--- src/rtl/ni_pkt_gen2.sv ---
// ni_pkt_gen2 - network interface between one GPU port and its leaf router.
//
// TX path: GPU flit -> check the destination GPU ID -> rewrite the header to a
//          routing address -> FIFO -> output register -> router.
// RX path: router flit -> keep it only if its address is ours -> restore the
//          GPU ID -> FIFO -> output register -> GPU.
//
// The two paths share nothing except clock and reset.
//
// Ports
//   clk, reset                               clock (rising edge); async active-high reset
//   gpu_data_in/valid_in,  gpu_ready_out     TX ingress from the GPU
//   router_data_out/valid_out, router_ready_in  TX egress to the router
//   router_data_in/valid_in, router_ready_out   RX ingress from the router
//   gpu_data_out/valid_out, gpu_ready_in     RX egress to the GPU
//   tx_drop_cnt, rx_drop_cnt                 saturating drop counters
//   tx_level, rx_level                       FIFO occupancy (output register excluded)

// One direction: power-of-2 FIFO followed by a hold-under-backpressure
// output register.
module ni_pkt_gen2_chan #(
    parameter int DATA_W     = 16,
    parameter int FIFO_DEPTH = 8,
    parameter int LVL_W      = 4
) (
    input  logic              clk,
    input  logic              reset,
    input  logic              push_i,
    input  logic [DATA_W-1:0] push_data_i,
    output logic              ready_o,
    output logic [DATA_W-1:0] data_o,
    output logic              valid_o,
    input  logic              ready_in_i,
    output logic [LVL_W-1:0]  level_o
);
    localparam int PTR_W = $clog2(FIFO_DEPTH);

    logic [DATA_W-1:0] mem_q [FIFO_DEPTH];
    logic [PTR_W-1:0]  wptr_q, rptr_q;
    logic [LVL_W-1:0]  lvl_q, lvl_d;
    logic [DATA_W-1:0] dout_q;
    logic              vld_q;
    logic              full, empty, push, pop;

    assign full    = (lvl_q == LVL_W'(FIFO_DEPTH));
    assign empty   = (lvl_q == '0);
    // Ready is computed from the pre-pop level, so a full FIFO never takes
    // a push even when it is popping in the same cycle.
    assign ready_o = !full;
    assign push    = push_i && !full;
    assign pop     = (!vld_q || ready_in_i) && !empty;

    always_comb begin
        lvl_d = lvl_q;
        case ({push, pop})
            2'b10:   lvl_d = lvl_q + 1'b1;
            2'b01:   lvl_d = lvl_q - 1'b1;
            default: lvl_d = lvl_q;
        endcase
    end

    always_ff @(posedge clk or posedge reset) begin
        if (reset) begin
            wptr_q <= '0;
            rptr_q <= '0;
            lvl_q  <= '0;
            vld_q  <= 1'b0;
            dout_q <= '0;
        end else begin
            lvl_q <= lvl_d;
            if (push) wptr_q <= wptr_q + 1'b1;
            if (pop) begin
                rptr_q <= rptr_q + 1'b1;
                dout_q <= mem_q[rptr_q];
                vld_q  <= 1'b1;
            end else if (ready_in_i) begin
                // Current flit taken and nothing to replace it.
                vld_q <= 1'b0;
            end
        end
    end

    // Storage needs no reset: entries are only read after being written.
    always_ff @(posedge clk) begin
        if (push) mem_q[wptr_q] <= push_data_i;
    end

    assign data_o  = dout_q;
    assign valid_o = vld_q;
    assign level_o = lvl_q;
endmodule

module ni_pkt_gen2 #(
    parameter int GPU_ID      = 22,
    parameter int N_GPUS      = 32,
    parameter int DATA_W      = 16,
    parameter int HEADER_W    = 6,
    parameter int ADDR_OFFSET = 3,
    parameter int FIFO_DEPTH  = 8,
    parameter int CNT_W       = 8,
    localparam int LVL_W      = $clog2(FIFO_DEPTH + 1)
) (
    input  logic              clk,
    input  logic              reset,
    input  logic [DATA_W-1:0] gpu_data_in,
    input  logic              gpu_valid_in,
    output logic              gpu_ready_out,
    output logic [DATA_W-1:0] router_data_out,
    output logic              router_valid_out,
    input  logic              router_ready_in,
    input  logic [DATA_W-1:0] router_data_in,
    input  logic              router_valid_in,
    output logic              router_ready_out,
    output logic [DATA_W-1:0] gpu_data_out,
    output logic              gpu_valid_out,
    input  logic              gpu_ready_in,
    output logic [CNT_W-1:0]  tx_drop_cnt,
    output logic [CNT_W-1:0]  rx_drop_cnt,
    output logic [LVL_W-1:0]  tx_level,
    output logic [LVL_W-1:0]  rx_level
);
    localparam int PAY_W = DATA_W - HEADER_W;
    localparam logic [HEADER_W-1:0] OFFS     = HEADER_W'(ADDR_OFFSET);
    localparam logic [HEADER_W-1:0] OWN_ADDR = HEADER_W'(GPU_ID + ADDR_OFFSET);
    localparam logic [HEADER_W:0]   MAX_ID   = (HEADER_W+1)'(N_GPUS);

    logic [HEADER_W-1:0] tx_hdr, rx_hdr;
    logic                tx_acc, tx_legal, tx_push;
    logic                rx_acc, rx_match, rx_push;
    logic [DATA_W-1:0]   tx_push_data, rx_push_data;
    logic [CNT_W-1:0]    tx_cnt_q, tx_cnt_d, rx_cnt_q, rx_cnt_d;

    // ---------------- TX ----------------
    assign tx_hdr       = gpu_data_in[DATA_W-1 -: HEADER_W];
    assign tx_acc       = gpu_valid_in && gpu_ready_out;
    assign tx_legal     = (tx_hdr != '0) && ({1'b0, tx_hdr} <= MAX_ID);
    assign tx_push      = tx_acc && tx_legal;
    // Address wraps modulo 2^HEADER_W by plain truncation.
    assign tx_push_data = {tx_hdr + OFFS, gpu_data_in[PAY_W-1:0]};

    // ---------------- RX ----------------
    assign rx_hdr       = router_data_in[DATA_W-1 -: HEADER_W];
    assign rx_acc       = router_valid_in && router_ready_out;
    assign rx_match     = (rx_hdr == OWN_ADDR);
    assign rx_push      = rx_acc && rx_match;
    assign rx_push_data = {rx_hdr - OFFS, router_data_in[PAY_W-1:0]};

    // Rejected flits still complete the handshake; they only bump a counter.
    always_comb begin
        tx_cnt_d = tx_cnt_q;
        rx_cnt_d = rx_cnt_q;
        if (tx_acc && !tx_legal && (tx_cnt_q != '1)) tx_cnt_d = tx_cnt_q + 1'b1;
        if (rx_acc && !rx_match && (rx_cnt_q != '1)) rx_cnt_d = rx_cnt_q + 1'b1;
    end

    always_ff @(posedge clk or posedge reset) begin
        if (reset) begin
            tx_cnt_q <= '0;
            rx_cnt_q <= '0;
        end else begin
            tx_cnt_q <= tx_cnt_d;
            rx_cnt_q <= rx_cnt_d;
        end
    end

    assign tx_drop_cnt = tx_cnt_q;
    assign rx_drop_cnt = rx_cnt_q;

    ni_pkt_gen2_chan #(.DATA_W(DATA_W), .FIFO_DEPTH(FIFO_DEPTH), .LVL_W(LVL_W)) u_tx (
        .clk        (clk),
        .reset      (reset),
        .push_i     (tx_push),
        .push_data_i(tx_push_data),
        .ready_o    (gpu_ready_out),
        .data_o     (router_data_out),
        .valid_o    (router_valid_out),
        .ready_in_i (router_ready_in),
        .level_o    (tx_level)
    );

    ni_pkt_gen2_chan #(.DATA_W(DATA_W), .FIFO_DEPTH(FIFO_DEPTH), .LVL_W(LVL_W)) u_rx (
        .clk        (clk),
        .reset      (reset),
        .push_i     (rx_push),
        .push_data_i(rx_push_data),
        .ready_o    (router_ready_out),
        .data_o     (gpu_data_out),
        .valid_o    (gpu_valid_out),
        .ready_in_i (gpu_ready_in),
        .level_o    (rx_level)
    );
endmodule

--- config.mk ---
export PLATFORM = sky130hd
export DESIGN_NAME = ni_pkt_gen2
export DESIGN_NICKNAME = d
export VERILOG_FILES = /design/src/rtl/ni_pkt_gen2.sv
export SDC_FILE = /design/constraint.sdc
export NUM_CORES = 1
export LEC_CHECK = 0
export BUFFER_PORTS_ARGS = -buffer_cell sky130_fd_sc_hd__buf_2
export CORE_ASPECT_RATIO = 0.7
export CORE_MARGIN = 8
export CORE_UTILIZATION = 42
export CTS_BUF_LIST = sky130_fd_sc_hd__clkbuf_8
export CTS_CLUSTER_SIZE = 30
export DETAILED_ROUTE_END_ITERATION = 6
export PLACE_DENSITY = 0.57
export REMOVE_ABC_BUFFERS = 1
export SYNTH_ARGS = -nofsm -noshare
export SYNTH_HDL_FRONTEND = slang
export SYNTH_SLANG_ARGS = --single-unit
--- constraint.sdc ---
create_clock -name clk -period 6.8 [get_ports clk]
set_input_delay 0.68 -clock clk [delete_from_list [all_inputs] [get_ports clk]]
set_output_delay 0.68 -clock clk [all_outputs]
set_load 0.02 [all_outputs]
==> flow_summary.toml <==
[final_layout]
final_cell_mix = "edfxtp_1, buf_2, dfrtp_1"
final_area_um2 = 15000
drive_gt1_frac = 0.311
final_common_cell = "edfxtp_1"
fin_nets = 893
area.growth.synth_to_final_pct = 16.0
fin_cells = 1296

[logic_synthesis]
yosysSeqAreaShare = 0.728
avgSynthCellArea_um2 = 18.4
ys.flop_type = "edfxtp_1"
synthCells = 704
syn_area_um2 = 13000
synth_area_leader_cell = "edfxtp_1"
ys_types = 45
synth_edf_count = 256
synthTopCellsByArea = "edfxtp_1, dfrtp_1, mux4_2"
yosys_warnings = 0
synth_top_area_frac = 0.593
ys_ff_latch = 326
ys_async_sr_fraction = 0.215

[setup_path]
r2r-start = "u_rx.level_o[3]$_DFFE_PP0P_"
worstRegToRegCells = 4
worstSetupEndpoint = "u_tx.level_o[2]$_DFFE_PP0P_"
r2r_setup_slack_ns = 4.04
critPathLaunch = "gpu_data_in[10]"
crit_fanout = 11
startpoint_type = "input pin"
timing.rr.end = "u_rx.mem_q[1][3]$_DFFE_PP_"
crit_type = "input pin to flop"
worstPathArrival_ns = 3.46
end_kind = "flop"
cp_data_required_time_ns = 7.25

[timing]
setup_viol = 0
hold_slack_ns = 0.296
finalHoldViolCount = 0
relSlewSlack = 0.237
tns_ns = 0
fin_crit_sh = 0.443
max_freq_ghz = 0.332
rsz0062_at_grt = "no"
fin_skew_ns = 0.0228
tightestPinTransition_ns = 1.14
maxSlewViolCount = 0
finalCriticalPeriod_ns = 3.01

[placement]
place_inst = 1199
post_dp_cell_area_um2 = 14000
gp_congestion = 0.777
portBuffers = 97
dp_hpwl_um = 16200

[global_routing]
grt_max_degree = 71
gr-usage-all-layers = 0.146
grt_pass1_wl_um = 41400
antenna_found_initial = 2
gr-total-overflow = 0
grt_pass1_vias = 7239

[die]
start_util = 0.429
ios = 98
die_h_um = 163
rows = 53
fp.dieW_um = 226
dieArea_um2 = 36900
core_area_um2 = 30200

[status]
status = "complete, no violations"

[drt]
vias = 6643
ant_nets = 0
drcViolationCount = 0
drt_first_pass_iters = 5
avgRoutedWirePerCell_um = 20.4
drtIter0Drc = 382
routed_wl_um = 26500
via_per_inst = 5.13

[pwr]
ir_worst_vdd_uv = 251
p_leak_nw = 5.47
power.density_nw_per_um2 = 396

[clocking]
root_buffer = "clkbuf_8"
tritoncts = "done"
worstSkewPairLatency_ns = 0.58
ctsHoldBuffers = 0
clkTransAtPathRegs_ns = 0.06
h-tree-depth = 2
cts_inserted_buffers = 50
cts_resized = 0
cts_sinks = 326
ctsLongestPathBuffers = 3
cts_setup_buffers = 0

[min_path]
hp-class = "input pin to flop"

[run]
drv_cap = 0
-- area by class of cell --
cell class / count / area, um^2
clock buffer: 60 / 826
fill: 2534 / 15200
clock inverter: 33 / 181
timing repair buffer: 113 / 606
tap: 412 / 515
sequential: 326 / 9440
multi-input combinational: 329 / 3390
antenna: 4 / 10.0
inverter: 19 / 72.6
-- critical path: stages --
cell and delay (ns):
buf_2 0.10, inv_1 0.12, ha_1 0.27, nor4b_2 0.17, xnor2_1 0.73, nand2_2 0.20, ha_1 0.32, xor2_1 0.17
ha_1 0.19, a21oi_1 0.14, xor2_1 0.16, nor2_1 0.07, xor2_1 0.14
-- report_power, final --
part	switching, W	internal (W)
clock	0.000735	0.000873
sequential	0.000297	0.00242
combinational	0.000862	0.000777
-- how the worst min path moves through the flow --
stage | cells after the start | from | end
4_1_cts | 2 | gpu_ready_in | u_rx.valid_o$_DFFE_PP0P_
3_3_place_gp | 1 | rx_drop_cnt[5]$_DFFE_PP0P_ | rx_drop_cnt[5]$_DFFE_PP0P_
3_5_place_dp | 1 | rx_drop_cnt[5]$_DFFE_PP0P_ | rx_drop_cnt[5]$_DFFE_PP0P_
5_1_grt | 2 | gpu_ready_in | u_rx.valid_o$_DFFE_PP0P_
2_1_floorplan | 2 | u_rx.wptr_q[0]$_DFFE_PP0P_ | u_rx.wptr_q[0]$_DFFE_PP0P_
6_report | 2 | gpu_ready_in | u_rx.valid_o$_DFFE_PP0P_
-- flip-flops by register name (all words and copies together) (netlist names), 4 cells and up --
signal,flops
u_tx.level_o,4
u_rx.mem_q,128
u_rx.level_o,4
u_tx.mem_q,128
u_tx.data_o,16
u_rx.data_o,16
tx_drop_cnt,8
rx_drop_cnt,8
-- stage by stage --
stage | setup WS, ns | power (W) | util
after global routing | 3.61 | 0.00632 | 0.497
after detailed placement | 3.23 | 0.00445 | 0.464
after global placement | 3.31 | 0.00440 | 0.464
after CTS | 3.86 | 0.00608 | 0.497
after floorplan | 3.21 | 0.00387 | -
final | 3.79 | 0.00596 | 0.497
-- cell usage after synthesis, types with 4 or more instances --
cell	instances
o21ai_0	6
clkbuf_1	14
nor3b_1	4
nand2_1	13
nor2_1	51
nor3_1	11
xor2_1	20
mux4_2	64
nand3_1	9
mux2_1	9
mux2i_1	35
dfrtp_1	70
edfxtp_1	256
buf_2	12
xnor2_1	12
nand2b_1	8
ha_1	15
inv_1	19
a21oi_1	38
-- routing by layer --
layer / track usage / wire length, um / vias up
li1: - / - / 3023
met1: 0.202 / 12300 / 3410
met2: 0.229 / 12200 / 158
met3: 0.0358 / 1440 / 50
met4: 0.0439 / 525 / 2
met5: 0 / 11 / -
-- cells by family (layout without fill, tap and decap cells) --
logic type / count (synthesis) / count (layout) / share of synthesized area
flip-flops: 326 / 326 / 0.728
AND/OR/NAND/NOR: 121 / 121 / 0.0494
multiplexers: 111 / 111 / 0.149
AO/OA/AOI/OAI: 49 / 49 / 0.0208
buffers and inverters: 49 / 225 / 0.0159
XOR/XNOR: 32 / 32 / 0.0216
adder cells (fa/ha/maj): 16 / 16 / 0.0160
other: 0 / 4 / 0
(Power assumes the default switching activity.)
